<file path="config.mk">
export PLATFORM = sky130hd
export DESIGN_NAME = util_trafic_injector_flat
export DESIGN_NICKNAME = d
export VERILOG_FILES = /design/src/rtl/util_trafic_pkg.sv /design/src/rtl/util_trafic_injector_if.sv /design/src/rtl/util_axis_skid.sv /design/src/rtl/util_trafic_injector.sv /design/src/flat_wrapper.sv
export SDC_FILE = /design/constraint.sdc
export NUM_CORES = 1
export LEC_CHECK = 0
export BUFFER_PORTS_ARGS = -buffer_cell sky130_fd_sc_hd__buf_2
export CORE_MARGIN = 3
export CORE_UTILIZATION = 54
export CTS_CLUSTER_SIZE = 10
export DETAILED_ROUTE_END_ITERATION = 7
export PLACE_DENSITY = 0.77
export SYNTH_ARGS = -nofsm -noshare
export SYNTH_HDL_FRONTEND = slang
export SYNTH_SLANG_ARGS = --single-unit
</file>
<file path="constraint.sdc">
create_clock -name clk -period 6.2 [get_ports clk]
set_clock_uncertainty 0.1 [all_clocks]
set_input_delay 0.93 -clock clk [delete_from_list [all_inputs] [get_ports clk]]
set_output_delay 0.93 -clock clk [all_outputs]
set_load 0.02 [all_outputs]
</file>
<file path="src/rtl/util_trafic_pkg.sv">
// Shared definitions for the traffic utilities: skid-slice state encoding and
// the tdata bit mask used when a beat is corrupted.
package util_trafic_pkg;

    typedef enum logic [1:0] {
        SKID_EMPTY = 2'd0,
        SKID_ONE   = 2'd1,
        SKID_FULL  = 2'd2
    } skid_state_e;

    localparam logic [63:0] INJECT_MASK = 64'h1;

endpackage

</file>
<file path="src/rtl/util_trafic_injector_if.sv">
// AXI-Stream bundle used on both sides of the traffic injector.
interface util_trafic_injector_if #(
    parameter int unsigned TBYTE_NUM  = 8,
    parameter int unsigned ID_WIDTH   = 1,
    parameter int unsigned DEST_WIDTH = 2
) ();

    logic                    tvalid;
    logic                    tready;
    logic [TBYTE_NUM*8-1:0]  tdata;
    logic [TBYTE_NUM-1:0]    tkeep;
    logic                    tlast;
    logic [ID_WIDTH-1:0]     tid;
    logic [DEST_WIDTH-1:0]   tdest;

    modport master (output tvalid, tdata, tkeep, tlast, tid, tdest, input tready);
    modport slave  (input tvalid, tdata, tkeep, tlast, tid, tdest, output tready);

endinterface

</file>
<file path="src/rtl/util_axis_skid.sv">
// Two-entry skid register slice: registered valid/ready, one beat per cycle,
// no combinational path between the two handshake sides.
module util_axis_skid
    import util_trafic_pkg::*;
#(
    parameter int unsigned WIDTH = 8
) (
    input  logic             clk,
    input  logic             rst,
    input  logic             s_valid,
    output logic             s_ready,
    input  logic [WIDTH-1:0] s_data,
    output logic             m_valid,
    input  logic             m_ready,
    output logic [WIDTH-1:0] m_data
);

    skid_state_e      state_q, state_d;
    logic [WIDTH-1:0] out_q, out_d;
    logic [WIDTH-1:0] skid_q, skid_d;
    logic             s_ready_q, s_ready_d;
    logic             m_valid_q, m_valid_d;
    logic             in_acc;
    logic             out_acc;

    assign in_acc  = s_valid & s_ready_q;
    assign out_acc = m_valid_q & m_ready;

    always_comb begin
        state_d = state_q;
        out_d   = out_q;
        skid_d  = skid_q;
        unique case (state_q)
            SKID_EMPTY: begin
                if (in_acc) begin
                    out_d   = s_data;
                    state_d = SKID_ONE;
                end
            end
            SKID_ONE: begin
                if (in_acc && out_acc) begin
                    out_d = s_data;
                end else if (in_acc) begin
                    skid_d  = s_data;
                    state_d = SKID_FULL;
                end else if (out_acc) begin
                    state_d = SKID_EMPTY;
                end
            end
            SKID_FULL: begin
                // ready is low here, so only the drain side can move
                if (out_acc) begin
                    out_d   = skid_q;
                    state_d = SKID_ONE;
                end
            end
            default: state_d = SKID_EMPTY;
        endcase
        m_valid_d = (state_d != SKID_EMPTY);
        s_ready_d = (state_d != SKID_FULL);
    end

    always_ff @(posedge clk) begin
        if (rst) begin
            state_q   <= SKID_EMPTY;
            m_valid_q <= 1'b0;
            s_ready_q <= 1'b0;
        end else begin
            state_q   <= state_d;
            m_valid_q <= m_valid_d;
            s_ready_q <= s_ready_d;
        end
        out_q  <= out_d;
        skid_q <= skid_d;
    end

    assign s_ready = s_ready_q;
    assign m_valid = m_valid_q;
    assign m_data  = out_q;

endmodule

</file>
<file path="src/rtl/util_trafic_injector.sv">
// AXI-Stream pass-through that flips tdata bit 0 on selected beats, either
// periodically or on demand, and counts the corrupted beats.
module util_trafic_injector
    import util_trafic_pkg::*;
#(
    parameter int unsigned TBYTE_NUM  = 8,
    parameter int unsigned ID_WIDTH   = 1,
    parameter int unsigned DEST_WIDTH = 2,
    parameter int unsigned CNT_WIDTH  = 32
) (
    input  logic                 clk,
    input  logic                 rst,
    input  logic                 en,
    input  logic [15:0]          inject_period,
    input  logic                 inject_once,
    output logic [CNT_WIDTH-1:0] inject_cnt,
    util_trafic_injector_if.slave  s_axis,
    util_trafic_injector_if.master m_axis
);

    localparam int unsigned DATA_W = TBYTE_NUM * 8;
    localparam int unsigned PAY_W  = DATA_W + TBYTE_NUM + 1 + ID_WIDTH + DEST_WIDTH;
    localparam logic [DATA_W-1:0] MASK = DATA_W'(INJECT_MASK);

    logic [15:0]          beat_q, beat_d;
    logic [15:0]          period_q, period_d;
    logic                 pending_q, pending_d;
    logic [CNT_WIDTH-1:0] cnt_q, cnt_d;
    logic                 s_ready;
    logic                 in_acc;
    logic                 period_hit;
    logic                 corrupt;
    logic [DATA_W-1:0]    tdata_c;
    logic [PAY_W-1:0]     in_pay;
    logic [PAY_W-1:0]     out_pay;

    assign in_acc = s_axis.tvalid & s_ready;

    always_comb begin
        period_d   = inject_period;
        beat_d     = beat_q;
        pending_d  = pending_q;
        cnt_d      = cnt_q;
        period_hit = (inject_period != '0) && (beat_q == inject_period - 16'd1);
        corrupt    = en && in_acc && (period_hit || pending_q || inject_once);

        // a new period restarts the count; with en low the count is frozen
        if (inject_period != period_q) begin
            beat_d = '0;
        end else if (en && in_acc) begin
            beat_d = period_hit ? '0 : beat_q + 16'd1;
        end

        if (en && in_acc) begin
            pending_d = 1'b0;
        end else if (inject_once) begin
            pending_d = 1'b1;
        end

        if (corrupt && (cnt_q != '1)) begin
            cnt_d = cnt_q + CNT_WIDTH'(1);
        end

        tdata_c = corrupt ? (s_axis.tdata ^ MASK) : s_axis.tdata;
    end

    always_ff @(posedge clk) begin
        if (rst) begin
            beat_q    <= '0;
            period_q  <= '0;
            pending_q <= 1'b0;
            cnt_q     <= '0;
        end else begin
            beat_q    <= beat_d;
            period_q  <= period_d;
            pending_q <= pending_d;
            cnt_q     <= cnt_d;
        end
    end

    assign in_pay = {tdata_c, s_axis.tkeep, s_axis.tlast, s_axis.tid, s_axis.tdest};

    util_axis_skid #(
        .WIDTH (PAY_W)
    ) u_skid (
        .clk     (clk),
        .rst     (rst),
        .s_valid (s_axis.tvalid),
        .s_ready (s_ready),
        .s_data  (in_pay),
        .m_valid (m_axis.tvalid),
        .m_ready (m_axis.tready),
        .m_data  (out_pay)
    );

    assign s_axis.tready = s_ready;
    assign {m_axis.tdata, m_axis.tkeep, m_axis.tlast, m_axis.tid, m_axis.tdest} = out_pay;
    assign inject_cnt = cnt_q;

endmodule

</file>
<file path="src/flat_wrapper.sv">
// flat-port wrapper written by rule: the top's interface ports become plain ports
module util_trafic_injector_flat import util_trafic_pkg::*;
#(
    parameter int unsigned TBYTE_NUM  = 8,
    parameter int unsigned ID_WIDTH   = 1,
    parameter int unsigned DEST_WIDTH = 2,
    parameter int unsigned CNT_WIDTH  = 32
)
  (clk, rst, en, inject_period, inject_once, inject_cnt, s_axis_tvalid, s_axis_tdata, s_axis_tkeep, s_axis_tlast, s_axis_tid, s_axis_tdest, s_axis_tready, m_axis_tvalid, m_axis_tdata, m_axis_tkeep, m_axis_tlast, m_axis_tid, m_axis_tdest, m_axis_tready);
  util_trafic_injector_if #(.TBYTE_NUM(TBYTE_NUM), .ID_WIDTH(ID_WIDTH), .DEST_WIDTH(DEST_WIDTH)) s_axis_i ();
  util_trafic_injector_if #(.TBYTE_NUM(TBYTE_NUM), .ID_WIDTH(ID_WIDTH), .DEST_WIDTH(DEST_WIDTH)) m_axis_i ();
  input  logic clk;
  input  logic rst;
  input  logic en;
  input  logic [15:0] inject_period;
  input  logic inject_once;
  output logic [CNT_WIDTH-1:0] inject_cnt;
  input wire logic [$bits(s_axis_i.tvalid)-1:0] s_axis_tvalid;
  input wire logic [$bits(s_axis_i.tdata)-1:0] s_axis_tdata;
  input wire logic [$bits(s_axis_i.tkeep)-1:0] s_axis_tkeep;
  input wire logic [$bits(s_axis_i.tlast)-1:0] s_axis_tlast;
  input wire logic [$bits(s_axis_i.tid)-1:0] s_axis_tid;
  input wire logic [$bits(s_axis_i.tdest)-1:0] s_axis_tdest;
  output wire logic [$bits(s_axis_i.tready)-1:0] s_axis_tready;
  output wire logic [$bits(m_axis_i.tvalid)-1:0] m_axis_tvalid;
  output wire logic [$bits(m_axis_i.tdata)-1:0] m_axis_tdata;
  output wire logic [$bits(m_axis_i.tkeep)-1:0] m_axis_tkeep;
  output wire logic [$bits(m_axis_i.tlast)-1:0] m_axis_tlast;
  output wire logic [$bits(m_axis_i.tid)-1:0] m_axis_tid;
  output wire logic [$bits(m_axis_i.tdest)-1:0] m_axis_tdest;
  input wire logic [$bits(m_axis_i.tready)-1:0] m_axis_tready;
  assign s_axis_i.tvalid = s_axis_tvalid;
  assign s_axis_i.tdata = s_axis_tdata;
  assign s_axis_i.tkeep = s_axis_tkeep;
  assign s_axis_i.tlast = s_axis_tlast;
  assign s_axis_i.tid = s_axis_tid;
  assign s_axis_i.tdest = s_axis_tdest;
  assign s_axis_tready = s_axis_i.tready;
  assign m_axis_tvalid = m_axis_i.tvalid;
  assign m_axis_tdata = m_axis_i.tdata;
  assign m_axis_tkeep = m_axis_i.tkeep;
  assign m_axis_tlast = m_axis_i.tlast;
  assign m_axis_tid = m_axis_i.tid;
  assign m_axis_tdest = m_axis_i.tdest;
  assign m_axis_i.tready = m_axis_tready;
  util_trafic_injector #(.TBYTE_NUM(TBYTE_NUM), .ID_WIDTH(ID_WIDTH), .DEST_WIDTH(DEST_WIDTH), .CNT_WIDTH(CNT_WIDTH)) u_core (.clk(clk), .rst(rst), .en(en), .inject_period(inject_period), .inject_once(inject_once), .inject_cnt(inject_cnt), .s_axis(s_axis_i), .m_axis(m_axis_i));
endmodule
</file>
After elaboration in Yosys (flattened, before gate mapping)
Cells that the tools add are included.
{ "word_totals": {"regBits": 221, "in_bits": 98, "out_inout_bits": 110, "word_cells": 52} }
{ "op_classes": {"addsub": 3, "n_eq_ne": 9, "n_mux": 12, "bitwise_logic": 4, "n_reduce_logical": 15} }
{ "ops": {"columns": ["op", "count"], "rows": [
  ["$mux 76", 3],
  ["$pmux 76 s3", 1],
  ["$add 32x1->32 const B", 1],
  ["$ne 32x32->1 const B", 1],
  ["$add 16x1->16 const B", 1],
  ["$eq 16x16->1", 1],
  ["$mux 16", 1],
  ["$ne 16x16->1", 1],
  ["$reduce_bool 16->1", 1],
  ["$sub 16x1->16 const B", 1],
  ["$mux 2", 5],
  ["$ne 2x2->1 const B", 3],
  ["$pmux 2 s3", 1],
  ["$logic_and 1x1->1", 5],
  ["$reduce_and 4->1", 1],
  ["$reduce_or 2->1", 2],
  ["$reduce_and 3->1", 1],
  ["$reduce_bool 3->1", 1],
  ["$and 1x1->1", 2],
  ["$eq 2x1->1 const B", 1],
  ["$eq 2x2->1 const B", 1],
  ["$logic_not 2->1", 1],
  ["$logic_or 1x1->1", 2],
  ["$ne 2x1->1 const B", 1],
  ["3 further kinds", 4]
]} }

Depth between registers and ports, before layout
{ "logic_depth": {"word_depth": 9, "ltp_mapped": 14, "depth_no_buf": 10} }

By module
From an unflattened synthesis, not the netlist that was laid out.
{ "hier_totals": {"hier_cells": 704, "area_unflattened_um2": 9532.9} }
{ "by_module_without_submodules": {"columns": ["module", "n_inst", "cells_per_inst", "area_each_um2", "seq_area_each_um2"], "rows": [
  ["util_axis_skid", 1, 256, 5778.0, 4644.5],
  ["util_trafic_injector", 1, 448, 3754.9, 1301.2]
]} }

Least setup slack after synthesis
OpenSTA, ideal clock, no wires.
{ "synth_path": {"path_type": "in2reg", "from": "input s_axis_tvalid", "to": "register u_core.u_skid.out_q[0] (netlist: u_core.u_skid.m_data[0]), enable pin", "setup_time_ps": 510, "t_arrival_ps": 4367, "slack_ps": 1223, "stages": 4, "path_buffers": 0, "cell_sequence": "nand2_1 > nor2_1 > nor2_1 > nor2_1"} }
{ "synth_via": {"elab_chain_cells": 4} }
{ "synth_lines": {"columns": ["item", "line_no", "text"], "rows": [
  ["start, declared", "flat_wrapper.sv:18", "input wire logic [$bits(s_axis_i.tvalid)-1:0] s_axis_tvalid;"],
  ["$and 1x1->1 *", "util_axis_skid.sv:26", "assign in_acc = s_valid & s_ready_q;"],
  ["$logic_and 1x1->1", "util_axis_skid.sv:41", "if (in_acc && out_acc) begin"],
  ["$ne 2x2->1 (no source line)", null, null],
  ["$reduce_and 4->1 (no source line) *", null, null],
  ["end signal, assigned", "util_axis_skid.sv:73", "out_q <= out_d;"],
  ["end, declared", "util_axis_skid.sv:19", "logic [WIDTH-1:0] out_q, out_d;"]
]} }
Mark *: on every way between the ends. The rest lies on a longest branch, timed or not.
A chain may end at the register's enable or synchronous reset.

Worst setup path in the final report
{ "layout_path": {"from": "input inject_period[0]", "to": "register u_core.cnt_q[22] (netlist: u_core.inject_cnt[22])"} }
{ "layout_via": {"elab_chain_cells": 7} }
{ "layout_lines": {"columns": ["item", "line_no", "text"], "rows": [
  ["start, declared", "flat_wrapper.sv:15", "input logic [15:0] inject_period;"],
  ["$sub 16x1->16", "util_trafic_injector.sv:44", "period_hit = (inject_period != '0) && (beat_q == inject_period - 16'd1);"],
  ["$eq 16x16->1", "util_trafic_injector.sv:44", null],
  ["$logic_and 1x1->1 *", "util_trafic_injector.sv:44", null],
  ["$logic_or 1x1->1 * (2 in a row)", "util_trafic_injector.sv:45", "corrupt = en && in_acc && (period_hit || pending_q || inject_once);"],
  ["$logic_and 1x1->1 *", "util_trafic_injector.sv:45", null],
  ["$logic_and 1x1->1 *", "util_trafic_injector.sv:60", "if (corrupt && (cnt_q != '1)) begin"],
  ["end signal, assigned", "util_trafic_injector.sv:77", "cnt_q <= cnt_d;"],
  ["end, declared", "util_trafic_injector.sv:28", "logic [CNT_WIDTH-1:0] cnt_q, cnt_d;"]
]} }
Marks and branches as above.

==> impl_summary.log <==
INFO  metric max_stage_delay = 510 ps
INFO  metric synthToLayoutAreaGrowth = 19.7%
INFO  metric startpoint_type = input pin
INFO  metric min_to = u_core.inject_cnt[26]
INFO  metric synth.top_cells.by_area = edfxtp_1, dfxtp_1, nand2_1
INFO  metric detail_route.wirelength = 22400 um
INFO  metric maxCapViolCount = 0
INFO  metric worst_r2r_startpoint = u_core.beat_q[11]
INFO  metric layout_worst_path_cycle_share = 61.6%
INFO  metric initial_core_util = 56.0%
INFO  metric layout-drive-gt1-share = 23.9%
INFO  metric critical_path.n_buffers_inverters = 3
INFO  metric synthesis.area_per_instance = 10.8 sq um
INFO  metric netSwitchingFraction = 22.9%
INFO  metric power_per_cell_area = 286 nW/um^2
INFO  metric power.share.clock = 39.8%
INFO  metric share_of_the_core_filled_with_cells = 67.0%
INFO  metric final.min_clock_period = 3820 ps
INFO  metric fillers = 1314
INFO  metric maximum_frequency_from_static_timing_analysis = 262 MHz
INFO  metric regToRegEndpoint = u_core.beat_q[12]
INFO  metric cell_depth_of_the_worst_min_delay_path = 2
INFO  metric route.detailed.drc = 0
INFO  metric wirelength_met1 = 9670 um
INFO  metric std_cell_rows = 47
INFO  metric ys_top_cells_by_count = nand2_1, edfxtp_1, dfxtp_1, nor2_1, clkbuf_1
INFO  metric topRoutingLayerUsed = met4
INFO  metric remaining_antenna_violation_count_after_routing = 0
INFO  metric maxSlewViolCount = 0
INFO  metric tightestPinTransition = 1100 ps
INFO  metric timing.critical_path.to_type = flop
INFO  metric clock_network_latency_to_the_later_pin_of_the_worst_skew_pair = 510 ps
INFO  metric grt_first_pass_wirelength = 35700 um
INFO  metric report.final.hold_viol_count = 0
INFO  metric post_synthesis_sequential_element_count = 221
INFO  metric static-leakage-power = 4.55 nW
INFO  metric numClockSinks = 221
INFO  metric detailed_place_hpwl = 14700 um
INFO  metric critical-path-slowest-cell = or4_1
INFO  metric seq_power_share = 51.6%
INFO  metric clk_pin_slew_worst_paths = 60 ps
INFO  metric worstPathRequired = 6500 ps
INFO  metric worst_hold_startpoint = u_core.inject_cnt[26]
INFO  metric cp_top_family = simple AND/OR/NAND/NOR gates
INFO  metric hp-class = flop to flop
INFO  metric maxSlewHeadroom = 26.1%
INFO  metric synth_top_area_share = 48.3%
INFO  metric gp_congestion = 0.862
INFO  metric unrepaired_setup_endpoints_after_global_routing = false
INFO  metric boundaryPins = 208
INFO  metric met2WireLength = 10700 um
INFO  metric synth_async_sr_flop_share = 0%
INFO  metric wl_per_cell = 17.3 um
INFO  metric groute.usage.overall = 22.5%
INFO  metric grt_antenna_before_repair = 2
INFO  metric synthDominantAreaCellType = edfxtp_1
INFO  metric grt_pass1_vias = 6809
INFO  metric vias = 7099
INFO  metric final_nets = 1165
INFO  metric cts_inserted_buffers = 26
INFO  metric clock_tree.htree_level_count = 1
INFO  metric detailedRoute.firstIterationViolations = 454
INFO  metric synth.most_common_cell = nand2_1
INFO  metric synthesis_warning_total = 0
INFO  metric synthFlopType = edfxtp_1
INFO  metric synth_fp_nets = 977
INFO  metric drtPass1Iterations = 4
INFO  metric synth_enable_flop_cells = 152
INFO  metric post_synth_num_cell_types = 54
INFO  metric setup_total_negative_slack = 0 ps
INFO  metric status = finished clean
INFO  metric postCtsResizedCells = 0
INFO  metric reg2reg_setup_slack = 2870 ps
INFO  metric netlist_area = 9440 sq um
INFO  metric viasPerCell = 5.49
INFO  metric cp_max_fo = 55
INFO  metric critical_path_class = input pin to flop
INFO  metric pin_count_of_the_biggest_net_entering_global_routing = 78
INFO  metric dieHeight = 138 um
INFO  metric die_w = 138 um
INFO  metric power.switching = 0.742 mW
INFO  metric worst_hold_slack = 389 ps
INFO  metric synth-seq-area-share = 63.0%
INFO  metric worstPathCellList = buf_2 > inv_1 > ha_1 > or3b_2 > nor4_4 > xnor2_1 > o211a_1 > or4_1 > o21ba_1 > buf_4 > nor4_1 > mux2_1
INFO  metric max-clock-path-buffers = 3
INFO  metric cts_setup_buffers = 0
INFO  metric syn_inst = 875
INFO  metric setup_viol_count_final = 0
INFO  metric internal_power = 2.50 mW
INFO  metric max-vdd-ir-drop = 0.228 mV
INFO  metric cts_tree = built
INFO  metric die_area = 19100 sq um
INFO  metric grt.overflow.total = 0
INFO  metric power.combinational.fraction = 8.6%
INFO  metric cts_root_buf = clkbuf_16
INFO  metric register_to_register_path_depth = 8
INFO  metric core_area = 16900 sq um
INFO  metric post_cts_hold_buffer_count = 0
INFO  metric met3WireLength = 1590 um
INFO  metric critPathArrivalTime = 4120 ps
INFO  metric port_buffers = 207
kinds of logic after synthesis:
| kind of cell | Yosys count | share of synthesized area (%) |
|---|---|---|
| multiplexers | 11 | 1.29 |
| adder cells (fa/ha/maj) | 4 | 0.530 |
| AO/OA/AOI/OAI | 67 | 4.45 |
| AND/OR/NAND/NOR | 461 | 23.4 |
| XOR/XNOR | 51 | 4.73 |
| flip-flops | 221 | 63.0 |
| buffers and inverters | 60 | 2.66 |
worst max-delay path by stage:
stage                startpoint                       to  cells past startpoint
3_5_place_dp   inject_period[0]    u_core.inject_cnt[22]                     12
2_1_floorplan     s_axis_tvalid  u_core.u_skid.m_data[0]                      4
6_report       inject_period[0]    u_core.inject_cnt[22]                     12
3_3_place_gp   inject_period[0]    u_core.inject_cnt[22]                     12
4_1_cts        inject_period[0]    u_core.inject_cnt[22]                     12
5_1_grt        inject_period[0]        u_core.beat_q[10]                     11
worst register-to-register path: stages (launching register included):
cell and delay [ps]:
dfxtp_1 370, xnor2_1 300, xnor2_1 100, o311ai_0 460, and4_1 270, nand4_1 80, or4_1 540, o21ai_1 860
nor2_1 120
power by group through the flow:
stage | clock network (mW) | logic, mW | registers, mW
2_1_floorplan | 0 | 0.116 | 1.75
3_3_place_gp | 0 | 0.270 | 1.70
3_5_place_dp | 0 | 0.276 | 1.70
4_1_cts | 1.32 | 0.278 | 1.67
5_1_grt | 1.39 | 0.302 | 1.68
6_report | 1.29 | 0.277 | 1.67
layout make-up:
cell class | count | area (sq um) | share of cell area [%]
Antenna cell | 3 | 7.51 | 0.0664
Clock buffer | 32 | 673 | 5.96
Clock inverter | 2 | 25.0 | 0.221
Inverter | 7 | 26.3 | 0.232
Multi-Input combinational cell | 594 | 3270 | 28.9
Sequential cell | 221 | 5950 | 52.6
Tap cell | 220 | 275 | 2.44
Timing Repair Buffer | 213 | 1080 | 9.56
cells in the final DEF, fill, tap and decap left out, types with 4 or more instances in the layout:
master       n
a21oi_1     24
and3_1       8
and4_1       7
buf_2      207
buf_4        6
clkbuf_1     6
clkbuf_16   26
dfxtp_1     69
edfxtp_1   152
ha_1         4
inv_1        7
mux2_1       9
nand2_1    245
nand3_1     30
nand4_1     23
nor2_1      43
nor2b_1     27
nor3_1      13
nor3b_1      4
nor4_1       7
o21ai_0     12
o31ai_1     12
or2_2        5
or3_1       10
or4_1       16
xnor2_1     18
xor2_1      33
flip-flops by register name, indices dropped and copies added, names as in the netlist:
| signal | flops |
|---|---|
| u_core.beat_q | 16 |
| u_core.inject_cnt | 32 |
| u_core.pending_q | 1 |
| u_core.period_q | 16 |
| u_core.u_skid.m_data | 76 |
| u_core.u_skid.m_valid | 1 |
| u_core.u_skid.s_ready | 1 |
| u_core.u_skid.skid_q | 76 |
| u_core.u_skid.state_q | 2 |
routing by layer:
layer  track usage [%]  vias to the layer above
li1                  -                     3431
met1              30.7                     3392
met2              37.0                      241
met3              5.18                       35
met4              5.82                        0
met5                 0                        -
per-stage QoR:
step / area, sq um / setup slack (ps) / instances / total power, mW
6_report: 11300 / 2380 / 1292 / 3.24
5_1_grt: 11300 / 2120 / 1291 / 3.36
4_1_cts: 11300 / 2410 / 1289 / 3.27
3_5_place_dp: 10600 / 1880 / 1255 / 1.98
3_3_place_gp: 10600 / 1940 / 1255 / 1.97
2_1_floorplan: 9440 / 1220 / 875 / 1.87
No activity file was read; power rests on OpenSTA's default activity.
